## src/rtl/mem_ctrl_pkg.sv

```systemverilog
// Shared types for the memory-bus initiator: default widths, FSM state set and
// the queued command record.
package mem_ctrl_pkg;

  localparam int ADDR_W_DEF = 5;
  localparam int DATA_W_DEF = 8;

  typedef enum logic [2:0] {
    ST_IDLE  = 3'd0,
    ST_WRITE = 3'd1,
    ST_READ  = 3'd2,
    ST_WAIT  = 3'd3,
    ST_RESP  = 3'd4,
    ST_VRD   = 3'd5,
    ST_VWAIT = 3'd6
  } state_e;

  typedef struct packed {
    logic                  write;
    logic [ADDR_W_DEF-1:0] addr;
    logic [DATA_W_DEF-1:0] wdata;
  } mem_cmd_t;

endpackage

```

## src/rtl/mem_cmd_fifo.sv

```systemverilog
// Command FIFO holding mem_cmd_t records; DEPTH must be a power of two so the
// pointers wrap by plain overflow.
module mem_cmd_fifo
  import mem_ctrl_pkg::*;
#(
  parameter int DEPTH = 4
) (
  input  logic                     clk,
  input  logic                     rst_n,
  input  logic                     push,
  input  mem_cmd_t                 din,
  input  logic                     pop,
  output mem_cmd_t                 dout,
  output logic                     full,
  output logic                     empty,
  output logic [$clog2(DEPTH):0]   count
);

  localparam int PW = $clog2(DEPTH);
  localparam logic [PW:0] FULL_CNT = (PW + 1)'(DEPTH);

  mem_cmd_t        store [DEPTH];
  logic [PW-1:0]   wr_ptr;
  logic [PW-1:0]   rd_ptr;
  logic            push_ok;
  logic            pop_ok;

  // full/empty come from the registered count, so a same-cycle pop never frees a slot for push
  assign full    = (count == FULL_CNT);
  assign empty   = (count == '0);
  assign push_ok = push && !full;
  assign pop_ok  = pop && !empty;
  assign dout    = store[rd_ptr];

  always_ff @(posedge clk) begin
    if (push_ok) store[wr_ptr] <= din;
  end

  always_ff @(posedge clk or negedge rst_n) begin
    if (!rst_n) begin
      wr_ptr <= '0;
      rd_ptr <= '0;
      count  <= '0;
    end else begin
      if (push_ok) wr_ptr <= wr_ptr + 1'b1;
      if (pop_ok)  rd_ptr <= rd_ptr + 1'b1;
      case ({push_ok, pop_ok})
        2'b10:   count <= count + 1'b1;
        2'b01:   count <= count - 1'b1;
        default: count <= count;
      endcase
    end
  end

endmodule

```

## src/rtl/mem_access_ctrl.sv

```systemverilog
// Initiator for the 32x8 memory bus: queues commands, sequences strobes, returns read data.
// Define MEM_WR_VERIFY_EN to read back every write and flag mismatches on verify_err.
module mem_access_ctrl
  import mem_ctrl_pkg::*;
#(
  parameter int ADDR_W    = ADDR_W_DEF,
  parameter int DATA_W    = DATA_W_DEF,
  parameter int CMD_DEPTH = 4
) (
  input  logic              clk,
  input  logic              rst_n,
  input  logic              cmd_valid,
  output logic              cmd_ready,
  input  logic              cmd_write,
  input  logic [ADDR_W-1:0] cmd_addr,
  input  logic [DATA_W-1:0] cmd_wdata,
  output logic              rsp_valid,
  input  logic              rsp_ready,
  output logic [DATA_W-1:0] rsp_data,
  output logic [ADDR_W-1:0] mem_addr,
  output logic [DATA_W-1:0] mem_data_in,
  output logic              mem_read,
  output logic              mem_write,
  input  logic [DATA_W-1:0] mem_data_out,
  output logic              busy,
  output logic              verify_err
);

  state_e                     state;
  mem_cmd_t                   cmd_in;
  mem_cmd_t                   head;
  logic                       fifo_full;
  logic                       fifo_empty;
  logic [$clog2(CMD_DEPTH):0] fifo_count;
  logic                       pop;

  // mem_cmd_t fields are sized by the package defaults; ADDR_W/DATA_W must match them
  assign cmd_in    = {cmd_write, cmd_addr, cmd_wdata};
  assign cmd_ready = !fifo_full;
  assign pop       = (state == ST_IDLE) && !fifo_empty;
  assign busy      = (state != ST_IDLE) || (fifo_count != '0);

  mem_cmd_fifo #(.DEPTH(CMD_DEPTH)) u_fifo (
    .clk   (clk),
    .rst_n (rst_n),
    .push  (cmd_valid),
    .din   (cmd_in),
    .pop   (pop),
    .dout  (head),
    .full  (fifo_full),
    .empty (fifo_empty),
    .count (fifo_count)
  );

  always_ff @(posedge clk or negedge rst_n) begin
    if (!rst_n) begin
      state       <= ST_IDLE;
      mem_addr    <= '0;
      mem_data_in <= '0;
      mem_read    <= 1'b0;
      mem_write   <= 1'b0;
      rsp_valid   <= 1'b0;
      rsp_data    <= '0;
    end else begin
      mem_read  <= 1'b0;
      mem_write <= 1'b0;
      case (state)
        ST_IDLE: begin
          if (pop) begin
            mem_addr <= head.addr;
            if (head.write) begin
              mem_data_in <= head.wdata;
              mem_write   <= 1'b1;
              state       <= ST_WRITE;
            end else begin
              mem_read <= 1'b1;
              state    <= ST_READ;
            end
          end
        end
        ST_WRITE: begin
`ifdef MEM_WR_VERIFY_EN
          mem_read <= 1'b1;
          state    <= ST_VRD;
`else
          state <= ST_IDLE;
`endif
        end
        ST_READ: state <= ST_WAIT;
        ST_WAIT: begin
          rsp_data  <= mem_data_out;
          rsp_valid <= 1'b1;
          state     <= ST_RESP;
        end
        ST_RESP: begin
          if (rsp_ready) begin
            rsp_valid <= 1'b0;
            state     <= ST_IDLE;
          end
        end
`ifdef MEM_WR_VERIFY_EN
        ST_VRD:   state <= ST_VWAIT;
        ST_VWAIT: state <= ST_IDLE;
`endif
        default: state <= ST_IDLE;
      endcase
    end
  end

`ifdef MEM_WR_VERIFY_EN
  // mem_data_in still holds the written byte while the verify read returns
  always_ff @(posedge clk or negedge rst_n) begin
    if (!rst_n) begin
      verify_err <= 1'b0;
    end else if (state == ST_VWAIT && mem_data_out != mem_data_in) begin
      verify_err <= 1'b1;
    end
  end
`else
  assign verify_err = 1'b0;
`endif

endmodule

```

## config.mk

```make
export PLATFORM = sky130hd
export DESIGN_NAME = mem_access_ctrl
export DESIGN_NICKNAME = d
export VERILOG_FILES = /design/src/rtl/mem_ctrl_pkg.sv /design/src/rtl/mem_cmd_fifo.sv /design/src/rtl/mem_access_ctrl.sv
export SDC_FILE = /design/constraint.sdc
export NUM_CORES = 1
export LEC_CHECK = 0
export BUFFER_PORTS_ARGS = -buffer_cell sky130_fd_sc_hd__buf_2
export CAP_MARGIN = 20
export CORE_AREA = 3 3 84 86
export CTS_BUF_LIST = sky130_fd_sc_hd__clkbuf_8
export CTS_CLUSTER_DIAMETER = 100
export DETAILED_ROUTE_END_ITERATION = 10
export DIE_AREA = 0 0 87 89
export GPL_TIMING_DRIVEN = 0
export PLACE_DENSITY_LB_ADDON = 0.1
export SLEW_MARGIN = 40
export SYNTH_ARGS = -nofsm -noshare
export SYNTH_HDL_FRONTEND = slang
export SYNTH_SLANG_ARGS = --single-unit
```

## constraint.sdc

```tcl
create_clock -name clk -period 4.8 [get_ports clk]
set_input_delay 0.96 -clock clk [delete_from_list [all_inputs] [get_ports clk]]
set_output_delay 0.96 -clock clk [all_outputs]
set_load 0.02 [all_outputs]
```

==> results.yml, run 1 <==
outcome:
  status: "completed"
placement:
  routabilityCongestion: 0.725
  place_area_sq_um: 3850
  io_buffers: 51
  place_hpwl_mm: 3.82
timing:
  fin_crit_sh_pct: 50.7
  min_period_ps: 2430
  clock_skew_ps: 10.5
  fmax_ghz: 0.411
  tightest_slew_ps: 793
  timing.setup.tns_ps: 0
  maxSlewViolCount: 0
  hold_viol: 0
  slew_headroom_pct: 47.1
  grt_setup_unrepaired: "false"
  worst_hold_slack_ps: 504
  finalSetupViolations: 0
cells_and_area:
  design_area_sq_um: 4050
  n_antenna_cell: 0
  area_growth_syn_to_layout_pct: 15.7
  nNetsFinal: 275
  layout-drive-gt1-share_pct: 41.9
pwr:
  clkPwrFrac_pct: 18.7
  p_switching_uw: 902
  intPower_mw: 1.78
  power.density_nw_per_um2: 662
  p_comb_share_pct: 36.5
  ir_drop_v: 0.000391
  switching_share_pct: 33.6
  power_frac_seq_pct: 44.8
  p_leak_nw: 1.63
cts:
  clockBufferDepth: 2
  postCtsSetupBuffers: 0
  cts_buffers: 9
  cts_num_sinks: 90
  ctsHoldBuffers: 0
  clkLatencyLatePin_ps: 350
  cts-resized-gates: 0
  root_buffer: "clkbuf_8"
  cts_tree: "built"
  cts_max_level: 3
  clk_pin_slew_ps: 90
synth:
  synth_compound_area_share_pct: 0.500
  yosysWarnings: 0
  synth_top_family_by_area: "multiplexers"
  synth_fa_ha_area_share_pct: 2.36
  synth_edf_count: 56
  ys_seq_area_share_pct: 72.3
  synthMuxAreaShare_pct: 16.9
  synthFlopType: "edfxtp_1"
  syn_nets: 213
  async_flop_share_pct: 37.8
  synthSimpleGateAreaFrac_pct: 4.36
  syn_area_sq_um: 3500
  synth_seq_cells: 90
  synth_cell_types: 31
  syn-instance-count: 181
  synthXorXnorAreaFrac_pct: 1.50
  syn_area_per_cell_sq_um: 19.3
grt:
  grt_pass1_vias: 1809
  grt_overflow_total: 0
  grt_pass1_wl_mm: 9.06
  grt_usage_pct: 16.3
  antenna_found_initial: 0
  grt_start_max_net_pins: 35
worst_setup_path:
  reg2reg_to: "u_fifo.count[2]$_DFFE_PN0P_"
  start_kind: "flip-flop"
  r2r-start: "u_fifo.count[0]$_DFFE_PN0P_"
  r2r_cells: 9
  worstPathRequired_ps: 3840
  criticalPathCategory: "reg -> out"
  critPathCaptureType: "output pin"
  reg2reg_slack_ps: 2480
  cp.arrival_ps: 1470
  crit_fanout: 6
floorplanning:
  fp.dieH_um: 89
  fp.coreArea_sq_um: 6350
  die_w_um: 87
  initial_core_util_pct: 55.1
  num_rows: 29
  dieArea_sq_um: 7740
  io_pins: 53
hold_path:
  hold_class: "reg -> reg"
  hold_end: "mem_data_in[2]$_DFFE_PN0P_"
  worstHoldStart: "mem_data_in[2]$_DFFE_PN0P_"
  hold_path_depth: 1
drt:
  drt-initial-drc-count: 105
  postRouteAntennaNets: 0
  drt_pass1_iterations: 3
  routed_wirelength_mm: 5.78
  avgRoutedWirePerCell_um: 17.8
  via_per_inst: 5.43
  vias: 1764
  drc: 0
run:
  drv_cap: 0
[Yosys cell counts (2+ instances only)]
cell / number / area (sq um)
mux4_1: 5 / 131
edfxtp_1: 56 / 1680
nor2_1: 6 / 22.5
xor2_1: 2 / 17.5
nand2_1: 3 / 11.3
ha_1: 5 / 62.6
and3_1: 4 / 25.0
a21oi_1: 2 / 10.0
mux2_2: 22 / 248
mux4_2: 9 / 203
inv_1: 8 / 30.0
dfrtp_1: 34 / 851
buf_6: 2 / 22.5
nor3_1: 2 / 10.0
clkbuf_1: 2 / 7.51
xnor2_1: 4 / 35.0
[cell type report]
class	instances	area, sq um
Sequential cell	90	2530
Clock buffer	9	124
Multi-Input combinational cell	78	901
Inverter	8	30.0
Tap cell	77	96.3
Buffer	5	37.5
Timing Repair Buffer	51	258
Fill cell	446	2300
Clock inverter	7	71.3
[power groups by stage]
stage / combinational (mW) / sequential (mW) / clock [mW]
finish: 0.980 / 1.20 / 0.501
detailed placement: 1.00 / 1.22 / 0
CTS: 1.00 / 1.20 / 0.508
floorplan: 0.611 / 1.31 / 0
global route: 1.08 / 1.22 / 0.542
global placement: 0.965 / 1.20 / 0
[per-layer routing]
layer	up-vias	global-route usage, %	routed length (um)
met5	-	0	0
met4	0	7.65	109
met3	13	3.50	279
met2	48	27.1	2830
met1	890	20.6	2560
li1	813	-	-
[registers in the layout, summed over array words and instances (netlist names), 2 cells and up]
register	cells
u_fifo.store	56
mem_data_in	8
mem_addr	5
u_fifo.wr_ptr	2
u_fifo.count	3
u_fifo.rd_ptr	2
state	3
rsp_data	8
[metrics by stage]
stage | cells | utilization (%) | setup slack (ps) | total power, mW
after floorplan | 181 | - | 2560 | 1.92
after global placement | 309 | 60.7 | 2440 | 2.16
after detailed placement | 309 | 60.7 | 2370 | 2.22
after CTS | 325 | 63.7 | 2330 | 2.71
after global routing | 325 | 63.8 | 2270 | 2.85
final | 325 | 63.8 | 2370 | 2.68
[cell usage in the layout (no fill, tap or decap), types with 2 or more instances in the layout]
master	synthesis	layout
clkbuf_8	0	9
inv_1	8	9
nand2_1	3	3
xnor2_1	4	4
clkinv_4	0	2
nor3_1	2	2
buf_2	0	50
mux4_2	9	9
and3_1	4	4
ha_1	5	5
xor2_1	2	2
nor2_1	6	6
dfrtp_1	34	34
mux4_1	5	5
buf_6	2	2
clkbuf_1	2	2
a21oi_1	2	2
mux2_2	22	22
buf_4	1	2
clkinvlp_4	0	2
edfxtp_1	56	56
[critical path: stages (launching register included)]
cell	delay, ps
dfrtp_1	440
nor3_2	400
nand2_1	110
buf_2	170
[cell families (layout without fill, tap and decap cells)]
logic type | after synthesis | count (layout)
mux | 37 | 37
simple gates | 25 | 25
flops | 90 | 90
compound gates | 3 | 3
buf+inv | 13 | 80
other cells | 1 | 1
xor+xnor | 6 | 6
fa+ha+maj | 6 | 6
[how the worst max path moves through the flow]
stage	startpoint	to	slack (ps)	depth (start not counted)
2_1_floorplan	u_fifo.count[0]$_DFFE_PN0P_	u_fifo.count[2]$_DFFE_PN0P_	2560	9
3_3_place_gp	cmd_valid	u_fifo.count[2]$_DFFE_PN0P_	2440	9
3_5_place_dp	cmd_valid	u_fifo.count[2]$_DFFE_PN0P_	2370	9
4_1_cts	state[1]$_DFFE_PN0P_	busy	2330	3
5_1_grt	state[1]$_DFFE_PN0P_	busy	2270	3
6_report	state[1]$_DFFE_PN0P_	busy	2370	3
Power figures use the tool's default switching activity.
==> inputs of run 2 (changes only) <==
--- a/config.mk
+++ b/config.mk
@@ -5,13 +5,14 @@
 export SDC_FILE = /design/constraint.sdc
 export NUM_CORES = 1
 export LEC_CHECK = 0
+export ABC_AREA = 1
 export BUFFER_PORTS_ARGS = -buffer_cell sky130_fd_sc_hd__buf_2
 export CAP_MARGIN = 20
-export CORE_AREA = 3 3 84 86
+export CORE_AREA = 3 3 86 88
 export CTS_BUF_LIST = sky130_fd_sc_hd__clkbuf_8
 export CTS_CLUSTER_DIAMETER = 100
 export DETAILED_ROUTE_END_ITERATION = 10
-export DIE_AREA = 0 0 87 89
+export DIE_AREA = 0 0 89 91
 export GPL_TIMING_DRIVEN = 0
 export PLACE_DENSITY_LB_ADDON = 0.1
 export SLEW_MARGIN = 40
==> constraint.sdc (replaced) <==
create_clock -name clk -period 2.4 [get_ports clk]
set_input_delay 0.48 -clock clk [delete_from_list [all_inputs] [get_ports clk]]
set_output_delay 0.48 -clock clk [all_outputs]
set_load 0.02 [all_outputs]
==> run 2 against run 1 <==
Clock power is 120% higher. Largest cell class unchanged. First-iteration DRC count up 43%. Hold slack got worse by 440 ps. Via count up 32%. Design area rose by 5.6%. Power up 120%. Setup slack worse by 2100 ps. Sequential share of layout area decreased by 3.3 points. Combinational power grew to 2.5 times the previous value. Cell count up 42%.
==> results.yml, run 2 <==
placement:
  place_hpwl_mm: 4.39
  io_buffers: 51
  place_inst: 445
  routabilityCongestion: 0.724
  place_area_sq_um: 4050
worst_setup_path:
  start_kind: "flip-flop"
  crit_fanout: 8
  reg2reg_slack_ps: 220
  critPathCaptureType: "flip-flop"
  worstPathRequired_ps: 2630
  cp.arrival_ps: 2410
  criticalPathCategory: "reg -> reg"
outcome:
  status: "completed"
synth:
  syn-instance-count: 314
  syn_area_per_cell_sq_um: 11.7
  synth_seq_cells: 90
  ys_top_cells_by_count: "nand2_1 (66), nor2_1 (58), edfxtp_1 (56), dfrtp_1 (34), o21ai_0 (16)"
  synthFlopType: "edfxtp_1"
  synth_top_area_share_pct: 45.7
  syn_area_sq_um: 3680
  synth.area.top_cells: "edfxtp_1 (46%), dfrtp_1 (23%), nand2_1 (6.7%)"
  yosysWarnings: 0
  synth_edf_count: 56
  yosysMostFrequentCell: "nand2_1"
  syn_nets: 346
  async_flop_share_pct: 37.8
  ys_seq_area_share_pct: 68.8
  synth_cell_types: 27
  post-synth-top-area-cell: "edfxtp_1"
timing:
  clock_skew_ps: 7.96
  slew_headroom_pct: 46.9
  fmax_ghz: 0.459
  fin_crit_sh_pct: 90.7
  hold_viol: 0
  tightest_slew_ps: 796
  min_period_ps: 2180
  finalSetupViolations: 0
  timing.setup.tns_ps: 0
  maxSlewViolCount: 0
  grt_setup_unrepaired: "false"
hold_path:
  hold_class: "in -> async"
cells_and_area:
  layout-drive-gt1-share_pct: 28.6
  final_common_cell: "nand2_1"
  fillers: 537
  top_register: "u_fifo.store"
  n_antenna_cell: 0
  design_area_sq_um: 4280
  nNetsFinal: 408
  finalNonFillerCells: 461
  final_cell_mix: "nand2_1 (66), edfxtp_1 (56), nor2_1 (54), buf_2 (54), dfrtp_1 (34)"
  area_growth_syn_to_layout_pct: 16.3
  reg_top3: "u_fifo.store: 56 flops, mem_data_in: 8 flops, rsp_data: 8 flops"
  largest_reg_flops: 56
floorplanning:
  fp.dieH_um: 91
  die_w_um: 89
  io_pins: 53
  fp.coreArea_sq_um: 6720
  num_rows: 30
  initial_core_util_pct: 54.7
  dieArea_sq_um: 8100
cts:
  ctsHoldBuffers: 0
  cts_max_level: 3
  cts_num_sinks: 90
  postCtsSetupBuffers: 0
  cts_tree: "built"
  cts_buffers: 9
  root_buffer: "clkbuf_8"
  clkLatencyLatePin_ps: 350
  cts-resized-gates: 0
  clk_pin_slew_ps: 90
  clockBufferDepth: 2
drt:
  drt_pass1_iterations: 4
  drc: 0
  avgRoutedWirePerCell_um: 14.6
  postRouteAntennaNets: 0
  drt-initial-drc-count: 150
  via_per_inst: 5.03
  vias: 2320
  routed_wirelength_mm: 6.71
run:
  drv_cap: 0
pwr:
  ir_drop_v: 0.000512
  p_leak_nw: 1.87
  power.total_mw: 5.93
  power.density_nw_per_um2: 1390
grt:
  grt_use_met2_pct: 28.3
  grt_pass1_wl_mm: 11.0
  antenna_found_initial: 0
  grt_start_max_net_pins: 35
  grt_pass1_vias: 2290
  grt_overflow_total: 0
  met1_usage_pct: 24.6
  grt_busiest_layer: "met2"
  grt_usage_pct: 18.4
  grt_use_met3_pct: 3.36
-- run 2: cell types whose count changed after synthesis, sizes merged, moves of 3 or more --
| cell | previous run | this run |
|---|---|---|
| nand2 | 4 | 72 |
| and3 | 4 | 0 |
| buf | 3 | 9 |
| mux4 | 14 | 0 |
| nor3 | 3 | 0 |
| inv | 8 | 18 |
| nand3 | 2 | 10 |
| xnor2 | 4 | 1 |
| mux2 | 22 | 8 |
| o21ai | 0 | 30 |
| nor2 | 6 | 60 |
-- run 2: kinds of logic (layout without fill, tap and decap cells) --
kind of cell,after synthesis,after routing,share of synthesized area (%)
XOR/XNOR,4,4,0.953
flip-flops,90,90,68.8
multiplexers,8,8,2.45
other,1,1,0.102
AND/OR/NAND/NOR,143,143,17.0
buffers and inverters,28,95,3.78
AO/OA/AOI/OAI,34,34,4.63
adder cells (fa/ha/maj),6,6,2.24
-- run 2: power by group --
| part | total (mW) | switching (mW) | internal, mW | leakage, nW |
|---|---|---|---|---|
| sequential | 2.34 | 0.188 | 2.15 | 0.922 |
| clock | 1.11 | 0.526 | 0.587 | 0.111 |
| combinational | 2.47 | 1.64 | 0.836 | 0.835 |
| total | 5.93 | 2.35 | 3.58 | 1.87 |
-- run 2: routing by layer --
metal,vias up,part of all wire [%]
li1,1174,-
met5,-,0
met4,0,2.1
met1,1081,47
met2,52,46
met3,13,4.7
-- run 2: per-stage QoR --
step	setup slack (ps)	hold slack, ps	util, %
after detailed placement	317	454	60.3
after floorplan	384	184	-
after global routing	46.3	81.0	63.6
after CTS	290	210	63.5
final	224	60.3	63.6
after global placement	131	451	60.0
-- run 2: cell type report --
type                    instances  area [sq um]  area share [%]
repair buffers                 51           258            6.03
well taps                      80           100            2.34
flip-flops and latches         90          2530            59.2
multi-input cells             196          1030            24.1
clock buffers                   9           124            2.90
inverters                      18          70.1            1.64
plain buffers                  10          68.8            1.61
clock inverters                 7          91.3            2.14
-- run 2: critical path: stages, from the launching register on --
cell and delay, ps:
dfrtp_1 410, inv_2 100, nand3_1 90, nand2_1 380, ha_1 230, inv_1 70, fa_1 380, a21oi_1 140
o21ai_0 110, xor2_1 150
-- run 2: final timing paths --
path | from | to | cells past startpoint
worst max-delay path | u_fifo.count[0]$_DFFE_PN0P_ | u_fifo.count[2]$_DFFE_PN0P_ | 9
worst min-delay path | rst_n | mem_data_in[1]$_DFFE_PN0P_ | 1
worst max register to register | u_fifo.count[0]$_DFFE_PN0P_ | u_fifo.count[2]$_DFFE_PN0P_ | 9
worst min register to register | mem_data_in[6]$_DFFE_PN0P_ | mem_data_in[6]$_DFFE_PN0P_ | 2
max in group asynchronous | rst_n | u_fifo.count[2]$_DFFE_PN0P_ | 1
min in group clk | cmd_addr[3] | u_fifo.store[1][11]$_DFFE_PP_ | 1
==> inputs of run 3 (changes only) <==
--- a/config.mk
+++ b/config.mk
@@ -5,14 +5,13 @@
 export SDC_FILE = /design/constraint.sdc
 export NUM_CORES = 1
 export LEC_CHECK = 0
-export ABC_AREA = 1
 export BUFFER_PORTS_ARGS = -buffer_cell sky130_fd_sc_hd__buf_2
 export CAP_MARGIN = 20
-export CORE_AREA = 3 3 86 88
+export CORE_AREA = 3 3 84 86
 export CTS_BUF_LIST = sky130_fd_sc_hd__clkbuf_8
 export CTS_CLUSTER_DIAMETER = 100
 export DETAILED_ROUTE_END_ITERATION = 10
-export DIE_AREA = 0 0 89 91
+export DIE_AREA = 0 0 87 89
 export GPL_TIMING_DRIVEN = 0
 export PLACE_DENSITY_LB_ADDON = 0.1
 export SLEW_MARGIN = 40
==> run 3 against run 2 <==
Routed wire length fell by 13%. Global-route usage fell by 2.1 points. Non-clock buffer count fell by 6. Largest cell class unchanged. Maximum frequency fell by 4.5%. Combinational power fell by 20%. Power fell by 9.1%. Clock power fell by 9.9%. Clock skew rose by 2.7 ps. First-iteration DRC count fell by 47%. Cell count fell by 30%. Sequential cell count did not move.
==> results.yml, run 3 (synthesis results as in run 1) <==
timing:
  slew_headroom_pct: 47.5
  tightest_slew_ps: 787
  timing.setup.tns_ps: 0
  hold_viol: 0
  maxSlewViolCount: 0
  fin_crit_sh_pct: 95.0
  clock_skew_ps: 10.7
  min_period_ps: 2280
  fmax_ghz: 0.439
  finalSetupViolations: 0
worst_setup_path:
  worstPathRequired_ps: 2680
  crit_fanout: 6
  cp.arrival_ps: 2560
  criticalPathCategory: "reg -> reg"
  start_kind: "flip-flop"
  slowest_delay_ps: 450
  path_cells: "or3b_4, and2_1, inv_1, ha_1, inv_1, fa_1, xor2_1, nor2_1, xor2_1"
  crit_slowest_cell: "or3b_4"
  critPathCaptureType: "flip-flop"
cts:
  clockBufferDepth: 2
  clkLatencyLatePin_ps: 350
  ctsHoldBuffers: 0
  cts_tree: "built"
  root_buffer: "clkbuf_8"
  cts_buffers: 9
  cts_num_sinks: 90
  cts_max_level: 3
  clk_pin_slew_ps: 90
drt:
  avgRoutedWirePerCell_um: 18.0
  via_per_inst: 5.42
  vias: 1757
  drc: 0
  postRouteAntennaNets: 0
  drt_pass1_iterations: 4
  routed_wirelength_mm: 5.83
  drt-initial-drc-count: 79
placement:
  io_buffers: 51
  place_hpwl_mm: 3.82
  routabilityCongestion: 0.725
  place_inst: 309
  place_area_sq_um: 3850
grt:
  grt_start_max_net_pins: 35
  antenna_found_initial: 0
  grt_pass1_wl_mm: 9.06
  grt_pass1_vias: 1809
  grt_usage_pct: 16.3
  grt_overflow_total: 0
floorplanning:
  initial_core_util_pct: 55.1
  dieArea_sq_um: 7740
  io_pins: 53
  num_rows: 29
  fp.coreArea_sq_um: 6350
  die_w_um: 87
  fp.dieH_um: 89
cells_and_area:
  final_common_cell: "edfxtp_1"
  nNetsFinal: 274
  fin_util_pct: 63.9
  largest_reg_flops: 56
  multi_input_area_sq_um: 910
  finalNonFillerCells: 324
  reg_top3: "u_fifo.store: 56 flops, mem_data_in: 8 flops, rsp_data: 8 flops"
  n_antenna_cell: 0
  design_area_sq_um: 4060
  top_register: "u_fifo.store"
  fillers: 446
  regArea_sq_um: 2530
  area_growth_syn_to_layout_pct: 15.8
  layout-drive-gt1-share_pct: 42.5
  final_cell_mix: "edfxtp_1 (56), buf_2 (50), dfrtp_1 (34)"
pwr:
  p_leak_nw: 1.63
  power.density_nw_per_um2: 1330
  ir_drop_v: 0.000791
hold_path:
  hold_class: "in -> async"
outcome:
  status: "completed"
run:
  drv_cap: 0
## run 3: cell types whose count changed in the layout (fill, tap and decap cells not counted), sizes merged, moves of 4 or more
cell	before	now
nand3	10	2
mux2	8	22
o21ai	30	0
mux4	0	14
inv	20	9
nor2	60	6
and3	0	4
buf	60	54
nand2	72	4
## run 3: critical path: cells and delay by family, from the launching register on
kind	cells	cell delay, ps
xor gates and xnor gates	2	310
adders and majority gates	2	530
buffers and inverters	2	120
and+or+nand+nor	3	800
DFF	1	440
## run 3: metal layers
layer / track usage, % / vias to the layer above / part of all wire, %
met5: 0 / - / 0
met4: 7.65 / 0 / 1.9
met3: 3.50 / 13 / 4.8
met2: 27.1 / 48 / 50
met1: 20.6 / 886 / 44
li1: - / 810 / -
## run 3: area by class of cell
| class | instances | share of cell area (%) |
|---|---|---|
| sequential | 90 | 62.4 |
| multi-input combinational | 78 | 22.4 |
| timing repair buffer | 51 | 6.36 |
| clock buffer | 9 | 3.05 |
| tap | 77 | 2.38 |
| clock inverter | 7 | 1.76 |
| buffer | 4 | 0.833 |
| inverter | 8 | 0.741 |
## run 3: final timing paths
kind,startpoint,endpoint,slack (ps),cells after the start
min,rst_n,rsp_data[0]$_DFFE_PN0P_,80,1
max in group asynchronous,rst_n,state[1]$_DFFE_PN0P_,1990,1
max,u_fifo.count[0]$_DFFE_PN0P_,u_fifo.count[2]$_DFFE_PN0P_,120,9
min in group clk,cmd_wdata[6],u_fifo.store[1][6]$_DFFE_PP_,340,1
max reg2reg,u_fifo.count[0]$_DFFE_PN0P_,u_fifo.count[2]$_DFFE_PN0P_,120,9
min reg2reg,mem_data_in[2]$_DFFE_PN0P_,mem_data_in[2]$_DFFE_PN0P_,500,1
## run 3: what timing repair did
action | CTS | global route
setup endpoints to repair | 0 | 1
setup buffers | 0 | 0
resized for setup | 0 | 2
## run 3: power breakdown
group / internal (mW) / switching, mW / total, mW
combinational: 0.928 / 1.04 / 1.97
sequential: 2.16 / 0.250 / 2.41
clock: 0.479 / 0.521 / 1.00
total: 3.57 / 1.81 / 5.38
## run 3: metrics by stage
| stage | hold WS (ps) | power (mW) | worst slack (ps) |
|---|---|---|---|
| floorplan | 184 | 3.85 | 156 |
| global placement | 481 | 4.33 | 190 |
| detailed placement | 488 | 4.44 | 85.9 |
| CTS | 238 | 5.43 | 65.4 |
| global route | 92.6 | 5.72 | -4.46 |
| finish | 80.2 | 5.38 | 120 |
